`src/rtl/sm83_timer.sv`:
```
// SM83 DIV/TIMA/TMA/TAC timer: bus responder with one-clk overflow irq.
// Ports: clk, rst_n, addr/w_data/w_wen in; r_data/hit/timer_irq out.
module sm83_timer #(
    parameter logic [15:0] BASE_ADDR = 16'hFF04,
    parameter int          CNT_STEP  = 4
) (
    input  logic        clk,
    input  logic        rst_n,
    input  logic [15:0] addr,
    input  logic [7:0]  w_data,
    input  logic        w_wen,
    output logic [7:0]  r_data,
    output logic        hit,
    output logic        timer_irq
);

    logic [15:0] r_cnt;
    logic [7:0]  r_tima;
    logic [7:0]  r_tma;
    logic [2:0]  r_tac;
    logic        r_ovf;
    logic        r_irq;

    logic [15:0] w_off;
    logic        w_wr_div;
    logic        w_wr_tima;
    logic        w_wr_tma;
    logic        w_wr_tac;
    logic [15:0] w_cnt_next;
    logic [2:0]  w_tac_next;
    logic [7:0]  w_tma_next;
    logic        w_tick;
    logic [7:0]  w_tima_next;
    logic        w_ovf_next;
    logic        w_irq_next;

    // Timer input: selected counter bit gated by the enable bit.
    function automatic logic f_sig(input logic [15:0] c,
                                   input logic [2:0]  t);
        logic b;
        case (t[1:0])
            2'b00:   b = c[9];
            2'b01:   b = c[3];
            2'b10:   b = c[5];
            default: b = c[7];
        endcase
        return b & t[2];
    endfunction

    assign w_off = addr - BASE_ADDR;
    assign hit   = (w_off[15:2] == 14'd0);

    always_comb begin
        w_wr_div  = 1'b0;
        w_wr_tima = 1'b0;
        w_wr_tma  = 1'b0;
        w_wr_tac  = 1'b0;
        if (w_wen && hit) begin
            unique case (1'b1)
                (w_off[1:0] == 2'd0): w_wr_div  = 1'b1;
                (w_off[1:0] == 2'd1): w_wr_tima = 1'b1;
                (w_off[1:0] == 2'd2): w_wr_tma  = 1'b1;
                (w_off[1:0] == 2'd3): w_wr_tac  = 1'b1;
            endcase
        end
    end

    always_comb begin
        r_data = 8'h00;
        if (hit) begin
            case (w_off[1:0])
                2'd0:    r_data = r_cnt[15:8];
                2'd1:    r_data = r_tima;
                2'd2:    r_data = r_tma;
                default: r_data = {5'b11111, r_tac};
            endcase
        end
    end

    assign w_cnt_next = w_wr_div ? 16'h0000 : r_cnt + 16'(CNT_STEP);
    assign w_tac_next = w_wr_tac ? w_data[2:0] : r_tac;
    assign w_tma_next = w_wr_tma ? w_data : r_tma;

    // Falling edge of the gated tap; DIV/TAC writes can cause it.
    assign w_tick = f_sig(r_cnt, r_tac) & ~f_sig(w_cnt_next, w_tac_next);

    always_comb begin
        w_tima_next = r_tima;
        w_ovf_next  = 1'b0;
        w_irq_next  = 1'b0;
        if (r_ovf) begin
            // Reload cycle: a TIMA write cancels reload and irq,
            // and any tick here is swallowed.
            if (w_wr_tima) begin
                w_tima_next = w_data;
            end else begin
                w_tima_next = w_tma_next;
                w_irq_next  = 1'b1;
            end
        end else if (w_wr_tima) begin
            w_tima_next = w_data;
        end else if (w_tick) begin
            if (r_tima == 8'hFF) begin
                w_tima_next = 8'h00;
                w_ovf_next  = 1'b1;
            end else begin
                w_tima_next = r_tima + 8'd1;
            end
        end
    end

    always_ff @(posedge clk or negedge rst_n) begin
        if (!rst_n) begin
            r_cnt  <= 16'h0000;
            r_tima <= 8'h00;
            r_tma  <= 8'h00;
            r_tac  <= 3'b000;
            r_ovf  <= 1'b0;
            r_irq  <= 1'b0;
        end else begin
            r_cnt  <= w_cnt_next;
            r_tima <= w_tima_next;
            r_tma  <= w_tma_next;
            r_tac  <= w_tac_next;
            r_ovf  <= w_ovf_next;
            r_irq  <= w_irq_next;
        end
    end

    assign timer_irq = r_irq;

endmodule

```
`config.mk`:
```
export PLATFORM = sky130hd
export DESIGN_NAME = sm83_timer
export DESIGN_NICKNAME = d
export VERILOG_FILES = /design/src/rtl/sm83_timer.sv
export SDC_FILE = /design/constraint.sdc
export NUM_CORES = 1
export LEC_CHECK = 0
export ABC_CLOCK_PERIOD_IN_PS = 3200
export CORE_ASPECT_RATIO = 0.8
export CORE_MARGIN = 1
export CORE_UTILIZATION = 35
export CTS_CLUSTER_DIAMETER = 100
export DETAILED_ROUTE_END_ITERATION = 6
export GPL_TIMING_DRIVEN = 0
export HOLD_SLACK_MARGIN = 0.08
export PLACE_DENSITY_LB_ADDON = 0.3
export REMOVE_ABC_BUFFERS = 1
export SLEW_MARGIN = 30
export SYNTH_ARGS = -nofsm -noshare
export SYNTH_HDL_FRONTEND = slang
export SYNTH_SLANG_ARGS = --single-unit
```
`constraint.sdc`:
```
create_clock -name clk -period 3.2 [get_ports clk]
set_clock_uncertainty 0.1 [all_clocks]
set_input_delay 0.8 -clock clk [delete_from_list [all_inputs] [get_ports clk]]
set_output_delay 0.8 -clock clk [all_outputs]
set_load 0.05 [all_outputs]
```
==> flow_summary_export.csv <==
group,metric,value,unit
timing,whs,0.344,ns
power_and_ir_drop,combPwrFrac,13.9,%
worst_setup_path,crit_start,"addr[5]",
cells_and_area,n_antenna_cell,0,
placed_design,place_area,2700,µm²
cells_and_area,multi_input_area,1470,µm²
synthesis,synth.distinct_cells,56,
worst_setup_path,critPathKind,"in -> out",
clocking,cts_tree,"built",
synthesis,ys_async_sr_fraction,100,%
floorplanning,io_pins,37,
run_status,violations,"negative setup slack",
power_and_ir_drop,p_clk_share,34.2,%
power_and_ir_drop,swShare,27.0,%
global_route,globalRouteOverflowTotal,0,
synthesis,syn_area_per_cell,9.45,µm²
worst_setup_path,reg2reg_slack,0.59,ns
placed_design,place_congestion,0.890,
worst_setup_path,reg2reg_depth,9,
worst_setup_path,critPathLaunchType,"input pin",
cells_and_area,post-route-util,50.3,%
timing,slew_headroom,53.4,%
routing,wl_per_cell,16.1,µm
cells_and_area,drive_gt1_share,27.8,%
worst_setup_path,crit_required,2.30,ns
synthesis,ys_warn_count,0,
floorplanning,core,6040,µm²
worst_setup_path,rr_endpoint,"r_tima[7]",
timing,slew_violations,0,
timing,tightest_slew,0.698,ns
power_and_ir_drop,p_seq_share,51.9,%
cells_and_area,layout-area-overhead-vs-synth,35.1,%
timing,period_share,106,%
routing,drt_iter0_drc,92,
routing,vias,1975,
cells_and_area,final_nets,316,
synthesis,synth-edff-count,0,
power_and_ir_drop,internal_power,0.000674,W
placed_design,dp_hpwl,4.30,mm
synthesis,ys_seq_elements,35,
worst_setup_path,critPathCapture,"r_data[7]",
cells_and_area,stdcell_area,3040,µm²
worst_setup_path,worstPathArrival,2.48,ns
clocking,ctsHoldBuffers,0,
clocking,clk_pin_slew,0.07,ns
floorplanning,dieArea,6750,µm²
floorplanning,die_h,73.7,µm
synthesis,synth_flop_cell,"dfrtp_1",
clocking,cts_made_buffers,5,
routing,post_drt_via_cell_ratio,5.35,
job,maxCapViolations,0,
cells_and_area,regArea,876,µm²
timing,fmax,0.295,GHz
placed_design,portBuffers,36,
global_route,grt_use_total,19.7,%
routing,dr.pass1.iters,4,
cells_and_area,num-fill-cells,551,
run_status,status,"finished with violations",
clocking,cts.path.max_buffers,2,
clocking,htreeDepth,2,
timing,grt_setup_unrepaired,"true",
cells_and_area,final_common_cell,"nand2_1",
worst_setup_path,rr_startpoint,"r_cnt[4]",
routing,drcViolationCount,0,
worst_setup_path,worst-path-max-fanout,5,
worst_setup_path,setup.worst_path.end_class,"output port",
timing,finalHoldViolations,0,
synthesis,syn_inst,238,
floorplanning,die_w,91.6,µm
power_and_ir_drop,leakage,1.28,nW
timing,tns,-2.60,ns
synthesis,yosysSeqAreaShare,39.0,%
hold_path,min_path_type,"in -> async",
power_and_ir_drop,power_density,304,nW/µm²
routing,ant_nets,0,
floorplanning,initial_core_util,37.2,%
routing,finalWirelength,5.94,mm
synthesis,synthesis.area,2250,µm²
floorplanning,rows,25,
global_route,grt_max_degree,20,
cells_and_area,layout_common_cells,"39 x nand2_1, 35 x dfrtp_1, 26 x nor2_1, 20 x clkdlybuf4s50_1",
power_and_ir_drop,ir_drop,0.176,mV
timing,setup_slack,-0.185,ns
clocking,cts_sinks,35,
clocking,clock-root-buffer,"clkbuf_8",
global_route,grt_pass1_vias,1979,
clocking,clk_latency,0.29,ns
timing,min_period,3.38,ns
global_route,grt_pass1_wl,10.2,mm
global_route,antenna_found_initial,0,
power_and_ir_drop,p_sw,0.000250,W
timing,report.final.setup_viol,18,
sequential cells by signal, summed over array words and instances, names as in the netlist:
signal and flops:
r_cnt 14, r_tma 8, r_tac 3, timer_irq 1
r_ovf 1, r_tima 8
power by group through the flow:
stage / clock, W / combinational (W) / sequential, W
detailed placement: 0 / 0.000118 / 0.000488
global placement: 0 / 0.000113 / 0.000488
finish: 0.000315 / 0.000128 / 0.000480
global route: 0.000343 / 0.000144 / 0.000483
CTS: 0.000324 / 0.000128 / 0.000479
floorplan: 0 / 0.0000541 / 0.000482
synthesized netlist by cell type (2+ instances only):
| cell type | number | area, µm² |
|---|---|---|
| a21oi_1 | 5 | 25.0 |
| a221o_1 | 2 | 20.0 |
| a32o_1 | 4 | 40.0 |
| and2_1 | 6 | 37.5 |
| and3_1 | 6 | 37.5 |
| buf_1 | 2 | 7.51 |
| clkbuf_1 | 3 | 11.3 |
| dfrtp_1 | 35 | 876 |
| ha_1 | 2 | 25.0 |
| inv_1 | 2 | 7.51 |
| mux2_2 | 7 | 78.8 |
| mux2_4 | 4 | 60.1 |
| mux4_2 | 4 | 90.1 |
| nand2_1 | 40 | 150 |
| nand2b_1 | 5 | 31.3 |
| nand3_1 | 8 | 40.0 |
| nand3b_1 | 2 | 15.0 |
| nand4_1 | 4 | 25.0 |
| nand4b_1 | 2 | 17.5 |
| nor2_1 | 30 | 113 |
| o211ai_1 | 2 | 15.0 |
| o21ai_0 | 9 | 45.0 |
| o21ai_1 | 4 | 20.0 |
| o22ai_1 | 5 | 31.3 |
| o31ai_1 | 2 | 15.0 |
| or2_2 | 2 | 12.5 |
| xnor2_1 | 5 | 43.8 |
| xor2_1 | 8 | 70.1 |
metal layers:
layer / GRT usage, % / share of wire [%] / vias up
li1: - / - / 964
met1: 28.8 / 50 / 944
met2: 31.0 / 44 / 64
met3: 3.52 / 5.8 / 3
met4: 3.00 / 0.42 / 0
met5: 0 / 0 / -
through the flow:
| stage | cells | setup slack (ns) | power, W |
|---|---|---|---|
| after global routing | 369 | -0.235 | 0.000969 |
| final | 369 | -0.185 | 0.000924 |
| after global placement | 348 | -1.36 | 0.000600 |
| after floorplan | 231 | -0.479 | 0.000536 |
| after detailed placement | 349 | -1.37 | 0.000606 |
| after CTS | 367 | -0.172 | 0.000931 |
worst min path at each step:
stage	startpoint	endpoint	slack, ns
final	rst_n	r_tima[0]	0.34
after global routing	rst_n	r_cnt[8]	0.38
after CTS	rst_n	r_cnt[8]	0.36
after detailed placement	r_cnt[2]	r_cnt[2]	0.36
after global placement	r_cnt[2]	r_cnt[2]	0.35
after floorplan	r_cnt[2]	r_cnt[2]	0.33
layout make-up:
type	count	share of cell area, %
clock buffers	7	2.51
repair buffers	48	16.2
inverters	3	0.618
well taps	81	3.34
multi-input cells	194	48.4
flip-flops and latches	35	28.8
clock inverters	1	0.165
repair_timing:
action / CTS / global route
gates cloned: 1 / 0
resized for setup: 111 / 6
endpoints found under the hold margin: 0 / 0
pin swaps: 22 / 7
setup buffers: 9 / 2
setup endpoints to repair: 19 / 18
cells by family after synthesis:
family	Yosys count	synth area share [%]
buf+inv	10	2.28
flops	35	39.0
xor+xnor	13	5.06
simple gates	118	26.9
fa+ha+maj	2	1.11
compound gates	45	15.5
mux	15	10.2
critical path, cell delays in order:
cell    delay [ns]
buf_6         0.09
or4b_4        0.55
buf_4         0.15
or4_4         0.61
nor2_4        0.12
buf_6         0.16
Note: power is estimated with default switching activity, not from simulation.
